--- config.mk ---
export PLATFORM = sky130hd
export DESIGN_NAME = lcd_spi_write
export DESIGN_NICKNAME = d
export VERILOG_FILES = /design/src/rtl/lcd_spi_write.sv
export SDC_FILE = /design/constraint.sdc
export NUM_CORES = 1
export LEC_CHECK = 0
export CAP_MARGIN = 20
export CORE_ASPECT_RATIO = 0.9
export CORE_MARGIN = 5
export CORE_UTILIZATION = 60
export CTS_BUF_LIST = sky130_fd_sc_hd__clkbuf_2
export CTS_CLUSTER_DIAMETER = 100
export DETAILED_ROUTE_END_ITERATION = 10
export GPL_TIMING_DRIVEN = 0
export PLACE_DENSITY = 0.87
export SYNTH_ARGS = -nofsm -noshare
export SYNTH_HDL_FRONTEND = slang
export SYNTH_SLANG_ARGS = --single-unit
--- constraint.sdc ---
create_clock -name sys_clk -period 4.65 [get_ports sys_clk]
set_clock_uncertainty 0.2 [all_clocks]
set_input_delay 0.6975 -clock sys_clk [delete_from_list [all_inputs] [get_ports sys_clk]]
set_output_delay 0.6975 -clock sys_clk [all_outputs]
set_load 0.03 [all_outputs]
--- src/rtl/lcd_spi_write.sv ---
// rtl/lcd_spi_write.sv - 9-bit command/data word to 4-wire SPI (mode 0) write engine for the LCD panel
module lcd_spi_write #(
    parameter int unsigned CLK_DIV = 2
) (
    input  logic       sys_clk,
    input  logic       sys_rst,
    input  logic [8:0] wr_data,
    input  logic       en_write,
    output logic       wr_done,
    output logic       busy,
    output logic       wr_err,
    output logic       lcd_sclk,
    output logic       lcd_mosi,
    output logic       lcd_cs,
    output logic       lcd_dc
);

    typedef enum logic [1:0] {
        IDLE  = 2'd0,
        SHIFT = 2'd1,
        HOLD  = 2'd2
    } state_t;

    localparam logic [7:0] DIV_LAST = 8'(CLK_DIV - 1);

    state_t     state;
    logic       en_write_d;
    logic       req;
    logic [7:0] hp_cnt;
    logic [4:0] hp_idx;
    logic [4:0] idx_next;
    logic       hp_end;
    // Bits 6:0 of the payload still to be shifted; bit 7 goes straight to MOSI at CS assertion.
    logic [6:0] shreg;

    assign req      = en_write & ~en_write_d;
    assign hp_end   = (hp_cnt == DIV_LAST);
    assign idx_next = hp_idx + 5'd1;

    // Transfer sequencer: edge-detects the request, paces half-periods and drives the SPI pins.
    always_ff @(posedge sys_clk or posedge sys_rst) begin
        if (sys_rst) begin
            state      <= IDLE;
            en_write_d <= 1'b0;
            hp_cnt     <= 8'd0;
            hp_idx     <= 5'd0;
            shreg      <= 7'd0;
            wr_done    <= 1'b0;
            wr_err     <= 1'b0;
            busy       <= 1'b0;
            lcd_sclk   <= 1'b0;
            lcd_mosi   <= 1'b0;
            lcd_cs     <= 1'b1;
            lcd_dc     <= 1'b0;
        end else begin
            en_write_d <= en_write;
            wr_done    <= 1'b0;
            wr_err     <= req && (state != IDLE);

            case (state)
                IDLE: begin
                    if (req) begin
                        state    <= SHIFT;
                        shreg    <= wr_data[6:0];
                        lcd_dc   <= wr_data[8];
                        lcd_mosi <= wr_data[7];
                        lcd_cs   <= 1'b0;
                        lcd_sclk <= 1'b0;
                        busy     <= 1'b1;
                        hp_cnt   <= 8'd0;
                        hp_idx   <= 5'd0;
                    end
                end

                SHIFT: begin
                    if (hp_end) begin
                        hp_cnt <= 8'd0;
                        hp_idx <= idx_next;
                        if (idx_next[0]) begin
                            lcd_sclk <= 1'b1;
                        end else begin
                            lcd_sclk <= 1'b0;
                            // After the 8th falling edge bit 0 stays on MOSI through the hold.
                            if (idx_next == 5'd16) begin
                                state <= HOLD;
                            end else begin
                                lcd_mosi <= shreg[6];
                                shreg    <= {shreg[5:0], 1'b0};
                            end
                        end
                    end else begin
                        hp_cnt <= hp_cnt + 8'd1;
                    end
                end

                HOLD: begin
                    if (hp_end) begin
                        state    <= IDLE;
                        hp_cnt   <= 8'd0;
                        hp_idx   <= idx_next;
                        lcd_cs   <= 1'b1;
                        lcd_mosi <= 1'b0;
                        wr_done  <= 1'b1;
                        busy     <= 1'b0;
                    end else begin
                        hp_cnt <= hp_cnt + 8'd1;
                    end
                end

                default: begin
                    state <= IDLE;
                end
            endcase
        end
    end

endmodule
Word level (Yosys, flattened, before mapping)
Index checks and enable logic that the tools add are counted.

word-level totals
  bits in registers = 30
  input bits = 12
  word-level logic and storage cells = 76

operators by class
  add/subtract/negate cells = 2
  eq/ne operators = 11
  muxes and demuxes = 33
  bitwise gates (word level) = 2
  reduce and logical (&&, ||, !) cells = 16

operators with widths
  cell                                           count
  2-to-1 mux 7 bit                               4
  2-to-1 mux 8 bit                               2
  one-hot mux 8 bit (2 select lines)             1
  one-hot mux 7 bit (2 select lines)             1
  2-to-1 mux 1 bit                               12
  inequality test 2 bit, second input constant   6
  2-to-1 mux 2 bit                               5
  2-to-1 mux 5 bit                               2
  one-hot mux 5 bit (2 select lines)             1
  AND reduction 5 bit                            2
  AND reduction 3 bit                            3
  adder 8 x 1 -> 8 bit, second input constant    1
  == test 8 x 1 -> 1 bit, second input constant  1
  nonzero test 2 bit                             4
  one-hot mux 1 bit (2 select lines)             3
  one-hot mux 2 bit (3 select lines)             1
  AND reduction 6 bit                            1
  adder 5 x 1 -> 5 bit, second input constant    1
  == test 5 bit, second input constant           1
  AND reduction 2 bit                            2
  one-hot mux 1 bit (3 select lines)             1
  nonzero test 3 bit                             1
  == test 2 x 1 -> 1 bit, second input constant  1
  == test 2 bit, second input constant           1
  6 further kinds                                6

Depth between registers and ports, before layout
  word-level depth = 6
  gate-level depth with buffers = 8

Least setup slack after synthesis
OpenSTA, ideal clock, no wires.

  kind = input to register
  start point = input port en_write
  end point = register shreg[1]
  data arrival time = 1780 ps
  data required time = 4325 ps
  setup slack = 2545 ps
  cell stages on the path = 5
  buffers on the path = 1
  cells stage by stage = nand2b_1 -> buf_2 -> nand2_1 -> a41oi_2 -> mux2_2

on the way
  word-level cells in the longest chain between the ends = 3

ends and longest elaborated chain
  item                                    RTL line  text
  start: declaration                      8         input logic en_write,
  AND 1 bit                               36        assign req = en_write & ~en_write_d;
  inequality test 2 bit (no source line)  n/a
  AND reduction 5 bit (no source line)    n/a
  end signal: assignment                  64        shreg <= wr_data[6:0];
  end signal: assignment                  88        shreg <= {shreg[5:0], 1'b0};
  end: declaration                        34        logic [6:0] shreg;

Every way passes these cells.
A chain may end at the register's enable or synchronous reset.

Worst setup path in the final report
  start point = register lcd_cs
  end point = output port lcd_cs

RTL lines
  item                      RTL line  text
  start: declaration        14        output logic lcd_cs,
  start signal: assignment  53        lcd_cs <= 1'b1;
  start signal: assignment  67        lcd_cs <= 1'b0;
  start signal: assignment  101       lcd_cs <= 1'b1;

No word-level cell between the ends.

==> impl_metrics.tcl <==
set metrics [dict create \
    outcome "finished, final reports clean" \
    syn-cell-area_um2 1710 \
    cts_htree_levels 2 \
    final_cell_mix "dfrtp_1 (29), clkdlybuf4s50_1 (18), nand2_1 (15)" \
    synthDistinctLibCells 47 \
    num_io_pins 19 \
    post_cts_resize_count 0 \
    critical_path.n_buffers_inverters 1 \
    rows 18 \
    dr.pass1.iters 5 \
    worstSetupStartpoint "lcd_cs" \
    ratio_of_cells_with_drive_above_1_in_the_final_layout_pct 15.2 \
    power_per_cell_area_nw_per_um2 207 \
    crit_cells 1 \
    max_slew_margin_pct 60.1 \
    initial_core_util_pct 62.2 \
    flow.area_growth_from_synthesis_pct 17.3 \
    worst-endpoint-required_ps 3750 \
    timing.critical_path.to "lcd_cs" \
    rsz0062_at_grt "no" \
    globalRouteOverflowTotal 0 \
    dominantRegCellSynth "dfrtp_1" \
    worst-slew-pin-transition_ps 597 \
    cts_tree "done" \
    setup_failing_eps_final 0 \
    io_buffers 18 \
    antenna_cells 0 \
    wire_length_of_the_first_global_routing_pass_mm 6.05 \
    cellLeakagePower_uw 0.000886 \
    die_w_um 66.3 \
    setup-tns-final_ps 0 \
    worst_hold_slack_ps 325 \
    groute.usage.overall_pct 20.1 \
    cpPeakStageDelay_ps 660 \
    wl_per_cell_um 15.0 \
    worst_r2r_startpoint "state[1]" \
    critPathLaunchType "flop" \
    post_cts_hold_buffer_count 0 \
    final_net_count 215 \
    die_footprint_um2 4020 \
    layout_utilization_pct 73.0 \
    endpoint_kind "primary output" \
    cpMaxStageDelayCell "clkdlybuf4s50_1" \
    timing.critical_path.fanout_max 3 \
    ys_seq_area_share_pct 44.0 \
    wl_mm 3.55 \
    synth.net_count 189 \
    crit_path_cell_trace "clkdlybuf4s50_1" \
    gp_congestion 0.927 \
    drv_slew 0 \
    fp.coreArea_um2 2750 \
    worst_r2r_path_depth 6 \
    timing.fmax_mhz 401 \
    antenna_found_initial 0 \
    number_of_enable_flip_flop_cells_after_synthesis 0 \
    final.min_clock_period_ps 2490 \
    chipHeight_um 60.7 \
    syn_area_per_cell_um2 10.1 \
    drt.antenna.violating_nets 0 \
    drt_drc_violations_left 0 \
    via_count 1408 \
    worst-r2r-setup-slack_ps 2300 \
    clockRootBuffer "clkbuf_2" \
    cts.clk_slew.worst_paths_ps 150 \
    final-instance-count-excl-fill 237 \
    drt_iter0_drc 135 \
    vdd.ir_drop.worst_mv 0.154 \
    critPathTopFamily "buffers and inverters" \
    route.detailed.vias_per_inst 5.94 \
    dp_hpwl_mm 2.64 \
    dp.cells 228 \
    post-route-worst-setup-slack_ps 2160 \
    worst_skew_pair.late_latency_ps 370 \
    final_common_cell "dfrtp_1" \
    report.final.hold_viol_count 0 \
    largest_net_degree_at_the_start_of_global_routing 31 \
    cts-buffers-inserted 5 \
    tritoncts_num_sinks 30 \
    first_global_vias 1402 \
    ys_seq_elements 30 \
    yosys_warnings 0 \
    dpl_worst_slack_ps 1830 \
    syn-instance-count 170 \
    cts.path.max_buffers 2 \
    post_cts_buffers 0 \
    layout_worst_path_cycle_share_pct 53.6 \
    synthArstFlopShare_pct 100 \
    hold_class "reg2reg" \
    setup.worst_path.class "reg2out" \
    count_of_max_cap_constraint_violations 0 \
    critPathArrivalTime_ps 1590 \
    crit-reg2reg-capture "shreg[4]" \
]
==> cell type report <==
| type | instances | area [um2] |
|---|---|---|
| Sequential cell | 30 | 752 |
| Clock inverter | 2 | 8.76 |
| Timing Repair Buffer | 19 | 208 |
| Clock buffer | 6 | 30.0 |
| Multi-Input combinational cell | 125 | 900 |
| Inverter | 9 | 33.8 |
| Tap cell | 40 | 50.0 |
| Buffer | 6 | 25.0 |
| Fill cell | 203 | 741 |
==> per-layer routing <==
metal / track usage, % / routed length, um / part of all wire [%]
met5: 0 / 0 / 0
met4: 8.70 / 76 / 2.1
met3: 4.81 / 226 / 6.4
met2: 36.2 / 1750 / 49
met1: 22.9 / 1500 / 42
==> cell families after synthesis <==
kind of cell,synth area share [%]
buffers and inverters,3.44
adder cells (fa/ha/maj),5.12
multiplexers,11.2
AND/OR/NAND/NOR,18.3
AO/OA/AOI/OAI,14.9
flip-flops,44.0
XOR/XNOR,3.07
==> sequential cells by signal (all words and copies together) (netlist names) <==
name	flops
lcd_dc	1
en_write_d	1
lcd_mosi	1
shreg	7
busy	1
hp_cnt	8
lcd_cs	1
lcd_sclk	1
hp_idx	5
wr_err	1
wr_done	1
state	2
==> metrics by stage <==
step                cell area (um2)  total power [uW]
global route                   2010               432
global placement               1940               289
floorplan                      1710               277
finish                         2010               415
CTS                            1980               415
detailed placement             1940               291
==> cell usage after synthesis, types with 2 or more instances <==
cell	number	area share, %
a21o_1	2	0.88
a21oi_1	8	2.3
a22o_1	2	1.0
a22oi_1	2	0.88
a31oi_1	2	0.73
and3_1	2	0.73
buf_2	2	0.59
clkbuf_1	4	0.88
dfrtp_1	29	42
ha_1	7	5.1
inv_1	9	2.0
mux2_2	13	8.6
mux2i_1	3	1.8
nand2_1	15	3.3
nand2b_1	2	0.73
nand3_1	6	1.8
nand4_1	3	1.1
nor2_1	12	2.6
nor3_1	3	0.88
nor4_1	4	1.5
o21ai_0	10	2.9
xor2_1	5	2.6
==> worst min-delay path by stage <==
stage	from	endpoint	slack, ps	cells after the start
2_1_floorplan	shreg[0]	shreg[0]	260	1
3_3_place_gp	shreg[0]	shreg[0]	280	1
3_5_place_dp	shreg[1]	shreg[1]	290	1
4_1_cts	shreg[1]	shreg[1]	330	1
5_1_grt	lcd_cs	lcd_cs	340	1
6_report	shreg[2]	shreg[2]	330	1
==> power breakdown <==
part | switching [uW] | leakage, uW | total, uW | internal (uW)
combinational | 11.5 | 0.000490 | 26.0 | 14.5
clock | 90.3 | 0.0000304 | 127 | 37.0
sequential | 0.321 | 0.000366 | 262 | 262
Power figures use the tool's default switching activity.
==> patch 1, RTL diff (same flow settings) <==
The 3 states of `state_t` get a one-hot encoding in 3 bits.
--- a/src/rtl/lcd_spi_write.sv
+++ b/src/rtl/lcd_spi_write.sv
@@ -15,10 +15,10 @@
     output logic       lcd_dc
 );
 
-    typedef enum logic [1:0] {
-        IDLE  = 2'd0,
-        SHIFT = 2'd1,
-        HOLD  = 2'd2
+    typedef enum logic [2:0] {
+        IDLE  = 3'b001,
+        SHIFT = 3'b010,
+        HOLD  = 3'b100
     } state_t;
 
     localparam logic [7:0] DIV_LAST = 8'(CLK_DIV - 1);
Formal check against the unedited RTL: same outputs for any inputs over 10 cycles, from zero or initial values and one cycle with sys_rst high; not proved beyond that.
==> patch 1 against the unedited design <==
Sequential share of layout area is 1.7 points higher. Via count is 8.0% lower. Global-route usage rose by 2.1 points. Sequential cell count grew 1. Routed wire length grew 5.7%. Area after synthesis decreased by 1.3%. Cell area is 1.1% lower. Worst setup slack worse by 0.060 ns. Die area decreased by 1.1%. Critical path type unchanged. Critical endpoint unchanged. Highest routed layer unchanged.
Power is not compared: it rests on default switching activity, and its combinational part moved more than twofold at a synthesized area within 25%.
==> patch 1: results (changes against the unedited design) <==
| Metric | Value |
|---|---|
| Hold_buf cts | `0 (unchanged)` |
| Crit-path leading delay family | `buffers and inverters` |
| Top sig layer | `met4` |
| CTS Root Cell | `clkbuf_2` |
| Vias per cell | `5.66 (-4.7%)` |
| WL met2 | `1920 um (+9.6%)` |
| Register area share after synthesis | `46.1% (+2.1 points)` |
| Post-Synthesis Cells | `162 (-4.7%)` |
| GR Util All Layers | `22.2% (+2.1 points)` |
| CTS max path bufs | `2 (unchanged)` |
| Status | `complete, no violations` |
| DR WL/cell | `16.4 um (+9.4%)` |
| Max-cap violations | `0 (unchanged)` |
| Worst hold path class | `flip-flop to flip-flop` |
| Slew HR | `55.9% (-4.3 points)` |
| Placed cell areas | `1950 um2 (+0.26%)` |
| # port buffers | `18 (unchanged)` |
| Vias in the first global route | `1354 (-3.4%)` |
| Synth Net Count | `177 (-6.3%)` |
| Ranking of synthesized cells by area | `dfrtp_1 (43%), mux2_4 (6.2%), nand2_1 (6.0%)` |
| Nets | `203 (-5.6%)` |
| Gpl congestion | `0.807 (-13%)` |
| Initial drt markers | `62 (-54%)` |
| Worst-path clk slew | `0.16 ns` |
| Crit-path max cell delay | `0.68 ns (+0.02 ns)` |
| Wire length on met1 | `1590 um (+5.9%)` |
| Post-Layout Cell Count | `229 (-3.4%)` |
| Fillers | `194 (-4.4%)` |
| HPWL after DPL | `2730 um (+3.4%)` |
| First-pass GRT wire length | `6380 um (+5.5%)` |
| First-pass detailed-route iteration total | `4 (-1)` |
| Antenna violations before repair | `0 (unchanged)` |
| Share of layout cells above drive strength 1 | `20.6% (+5.4 points)` |
| Synth top cells by count | `dfrtp_1 (29), nand2_1 (27), nor2_1 (15), mux2_4 (7)` |
| H-tree depth | `2 (unchanged)` |
| Postcts setup bufs | `0 (unchanged)` |
| Clk_lat worst skew | `0.39 ns (+0.02 ns)` |
| Largest net degree at the start of global routing | `18 (-42%)` |
| CTS buffer count | `5 (unchanged)` |
| CP max-delay cell | `clkdlybuf4s50_1` |
| Placed Instances | `221 (-3.1%)` |
| Metal3 WL | `189 um (-16%)` |
| Synth cell types | `46 (-2.1%)` |
| Pleak | `0.866 nW` |
-- patch 1: metrics by stage --
step,setup slack [ns],hold slack [ns]
after floorplan,2.61,0.282
after global placement,2.06,0.273
after detailed placement,1.97,0.278
after CTS,2.07,0.317
after global routing,2.01,0.342
final,2.10,0.314
-- patch 1: worst register-to-register path, cell delays in order, from the launching register on --
cell     delay (ns)
dfrtp_1        0.43
inv_1          0.06
ha_1           0.13
nor4b_2        0.26
and2_1         0.19
buf_2          0.21
a41o_1         0.21
buf_6          0.15
mux2_4         0.30
-- patch 1: worst paths after layout --
| check | startpoint | to | slack, ns | cells after the start |
|---|---|---|---|---|
| max reg2reg | hp_cnt[1] | shreg[5] | 2.42 | 8 |
| min reg2reg | lcd_dc | lcd_dc | 0.31 | 1 |
| min in group asynchronous | sys_rst | shreg[3] | 0.48 | 2 |
| max | lcd_cs | lcd_cs | 2.10 | 1 |
| min | lcd_dc | lcd_dc | 0.31 | 1 |
| max in group asynchronous | sys_rst | hp_cnt[1] | 3.26 | 3 |
-- patch 1: cell families after synthesis --
| group | Yosys count | share of synthesized area, % |
|---|---|---|
| adders and majority gates | 3 | 2.22 |
| buffers and inverters | 10 | 3.56 |
| muxes | 10 | 8.08 |
| and+or+nand+nor | 75 | 24.5 |
| xor gates and xnor gates | 6 | 3.11 |
| AOI/OAI and AO/OA | 27 | 12.5 |
| DFF | 31 | 46.1 |
-- patch 1: layout make-up --
class | count | area, um2 | share of cell area (%)
multi-input combinational | 121 | 850 | 42.8
sequential | 31 | 778 | 39.2
timing repair buffer | 19 | 208 | 10.5
tap | 40 | 50.0 | 2.52
buffer | 6 | 45.0 | 2.27
clock buffer | 7 | 35.0 | 1.76
inverter | 4 | 15.0 | 0.756
clock inverter | 1 | 5.00 | 0.252
-- patch 1: routing by layer --
layer / up-vias / global-route usage (%)
met5: - / 0
met4: 0 / 8.88
met3: 9 / 9.40
met2: 31 / 36.7
met1: 641 / 25.7
li1: 615 / -
-- patch 1: power groups by stage --
stage | clock network [mW] | registers (mW) | logic, mW
3_5_place_dp | 0 | 0.331 | 0.168
6_report | 0.136 | 0.327 | 0.170
5_1_grt | 0.150 | 0.331 | 0.184
2_1_floorplan | 0 | 0.342 | 0.102
3_3_place_gp | 0 | 0.329 | 0.158
4_1_cts | 0.136 | 0.327 | 0.171
==> patch 2, RTL diff (same settings) <==
Made on the original files. Register the inputs `wr_data` and `en_write` before use. The logic sees them one clock later.
--- a/src/rtl/lcd_spi_write.sv
+++ b/src/rtl/lcd_spi_write.sv
@@ -23,6 +23,14 @@
 
     localparam logic [7:0] DIV_LAST = 8'(CLK_DIV - 1);
 
+    logic [8:0] wr_data_q;
+    logic en_write_q;
+
+    always_ff @(posedge sys_clk) begin
+        wr_data_q  <= wr_data;
+        en_write_q <= en_write;
+    end
+
     state_t     state;
     logic       en_write_d;
     logic       req;
@@ -33,7 +41,7 @@
     // Bits 6:0 of the payload still to be shifted; bit 7 goes straight to MOSI at CS assertion.
     logic [6:0] shreg;
 
-    assign req      = en_write & ~en_write_d;
+    assign req      = en_write_q & ~en_write_d;
     assign hp_end   = (hp_cnt == DIV_LAST);
     assign idx_next = hp_idx + 5'd1;
 
@@ -53,7 +61,7 @@
             lcd_cs     <= 1'b1;
             lcd_dc     <= 1'b0;
         end else begin
-            en_write_d <= en_write;
+            en_write_d <= en_write_q;
             wr_done    <= 1'b0;
             wr_err     <= req && (state != IDLE);
 
@@ -61,9 +69,9 @@
                 IDLE: begin
                     if (req) begin
                         state    <= SHIFT;
-                        shreg    <= wr_data[6:0];
-                        lcd_dc   <= wr_data[8];
-                        lcd_mosi <= wr_data[7];
+                        shreg    <= wr_data_q[6:0];
+                        lcd_dc   <= wr_data_q[8];
+                        lcd_mosi <= wr_data_q[7];
                         lcd_cs   <= 1'b0;
                         lcd_sclk <= 1'b0;
                         busy     <= 1'b1;
Function: changed (a bounded check fails within 4 cycles, from zero or initial values and one cycle with sys_rst high).
==> patch 2 against the unedited design <==
Worst setup slack lost 0.22 ns. Register-to-register slack lost 0.36 ns. Sequential cell count rose by 10. Routed wire length up 5.0%. First-iteration DRC count is 5.9% lower. Fmax down 8.0%. Utilization grew 1.8 points. Cell area rose by 4.9%. Area after synthesis grew 5.8%. Critical path type is now flip-flop to flip-flop. Critical endpoint is now lcd_mosi.
Power is not compared: it rests on default switching activity, and its combinational part moved more than twofold at a synthesized area within 25%.
==> patch 2: results (changes against the unedited design) <==
| Metric | Value |
|---|---|
| Status | `complete, no violations` |
| Synth cell types | `41 (-13%)` |
| Vias in the first global route | `1472 (+5.0%)` |
| Adder-cell share of the synthesized area | `4.84% (-0.28 points)` |
| Largest regs | `wr_data_q: 9 flops, hp_cnt: 8 flops, shreg: 7 flops` |
| Ys async rst share | `75.0% (-25 points)` |
| Worst path arrival time | `2.79 ns (+1.20 ns)` |
| XOR/XNOR Fraction of Synth Area | `2.90% (-0.17 points)` |
| Nets | `224 (+4.2%)` |
| Cts repair resizes | `0 (unchanged)` |
| First-pass detailed-route iteration total | `4 (-1)` |
| Complex-gate fraction of the synthesized area | `16.7% (+1.8 points)` |
| WL final | `3730 um (+5.0%)` |
| Crit-path max cell delay | `0.50 ns (-0.16 ns)` |
| Clk_lat worst skew | `0.39 ns (+0.02 ns)` |
| Ranking of synthesized cells by area | `dfrtp_1 (40%), dfxtp_1 (11%), ha_1 (4.8%)` |
| Worst-path clk slew | `0.19 ns (+0.04 ns)` |
| Antenna violations before repair | `0 (unchanged)` |
| CP max-delay cell | `dfrtp_1` |
| DR WL/cell | `15.1 um (+1.1%)` |
| GR Util All Layers | `20.5% (+0.40 points)` |
| First-pass GRT wire length | `6350 um (+5.0%)` |
| HPWL after DPL | `2780 um (+5.3%)` |
| Max FO, Critical Path | `7 (+4)` |
| Mux cell area share after synthesis | `1.73% (-9.5 points)` |
| Placed Instances | `238 (+4.4%)` |
| Synth top cells by count | `dfrtp_1 (29), nand2_1 (18), nor2_1 (14), o21ai_0 (12)` |
| Register area share after synthesis | `52.6% (+8.7 points)` |
| Slew HR | `56.7% (-3.4 points)` |
| Share of layout cells above drive strength 1 | `8.74% (-6.5 points)` |
| Largest net degree at the start of global routing | `25 (-19%)` |
| Vias per cell | `5.91 (-0.51%)` |
| Synth Net Count | `198 (+4.8%)` |
| Initial drt markers | `127 (-5.9%)` |
patch 2: cell types whose count changed in the layout (fill, tap and decap cells not counted), sizes merged, moves of 3 or more:
| cell | change |
|---|---|
| mux2 | -13 |
| nand4 | +3 |
| a21oi | +4 |
| o21ai | +5 |
| dfxtp | +10 |
| o22ai | +10 |
patch 2: report_power, final:
part           internal [mW]  switching, mW  total [mW]
sequential             0.423         0.0751       0.498
combinational          0.203          0.299       0.502
clock                 0.0403          0.105       0.145
total                  0.666          0.479        1.14
patch 2: path summary, 6_finish.rpt:
path                            start          to  slack, ns  depth (start not counted)
max                         hp_cnt[1]    lcd_mosi       1.94                          7
max reg2reg                 hp_cnt[1]    lcd_mosi       1.94                          7
min reg2reg                en_write_q  en_write_d       0.18                          0
min                        en_write_q  en_write_d       0.18                          0
max in group asynchronous     sys_rst      lcd_cs       3.38                          3
min in group asynchronous     sys_rst   hp_cnt[7]       0.34                          2
patch 2: worst max-delay path, delay by kind of cell (launching register included):
| family | cells | cell delay, ns |
|---|---|---|
| simple gates | 3 | 1.06 |
| flops | 1 | 0.50 |
| mux | 1 | 0.35 |
| compound gates | 1 | 0.28 |
| fa+ha+maj | 1 | 0.13 |
| buf+inv | 1 | 0.09 |
patch 2: cells by family after synthesis:
family | count (synthesis)
muxes | 3
DFF | 40
adders and majority gates | 7
xor gates and xnor gates | 6
buffers and inverters | 15
and+or+nand+nor | 59
AOI/OAI and AO/OA | 49
patch 2: final cells by class:
cell class              count  area, um2
flip-flops and latches     40        952
multi-input cells         124        791
fillers                   202        709
repair buffers             19        208
well taps                  40       50.0
inverters                  10       37.5
clock buffers               7       35.0
plain buffers               5       28.8
clock inverters             1       3.75
patch 2: per-stage QoR:
stage | setup slack, ns | area [um2] | utilization [%]
final | 1.94 | 2110 | 74.8
after CTS | 1.95 | 2110 | 74.8
after floorplan | 2.21 | 1810 | -
after detailed placement | 1.98 | 2070 | 73.4
after global routing | 1.84 | 2110 | 74.8
after global placement | 2.04 | 2040 | 72.4
patch 2: layer usage:
metal  wire (um)  share of wire, %  up-vias  global-route usage (%)
li1            -                 -      697                       -
met1        1620                44      700                    24.3
met2        1800                48       46                    34.3
met3         204               5.5       11                    5.76
met4          95               2.6        0                    11.0
met5           0                 0        -                       0
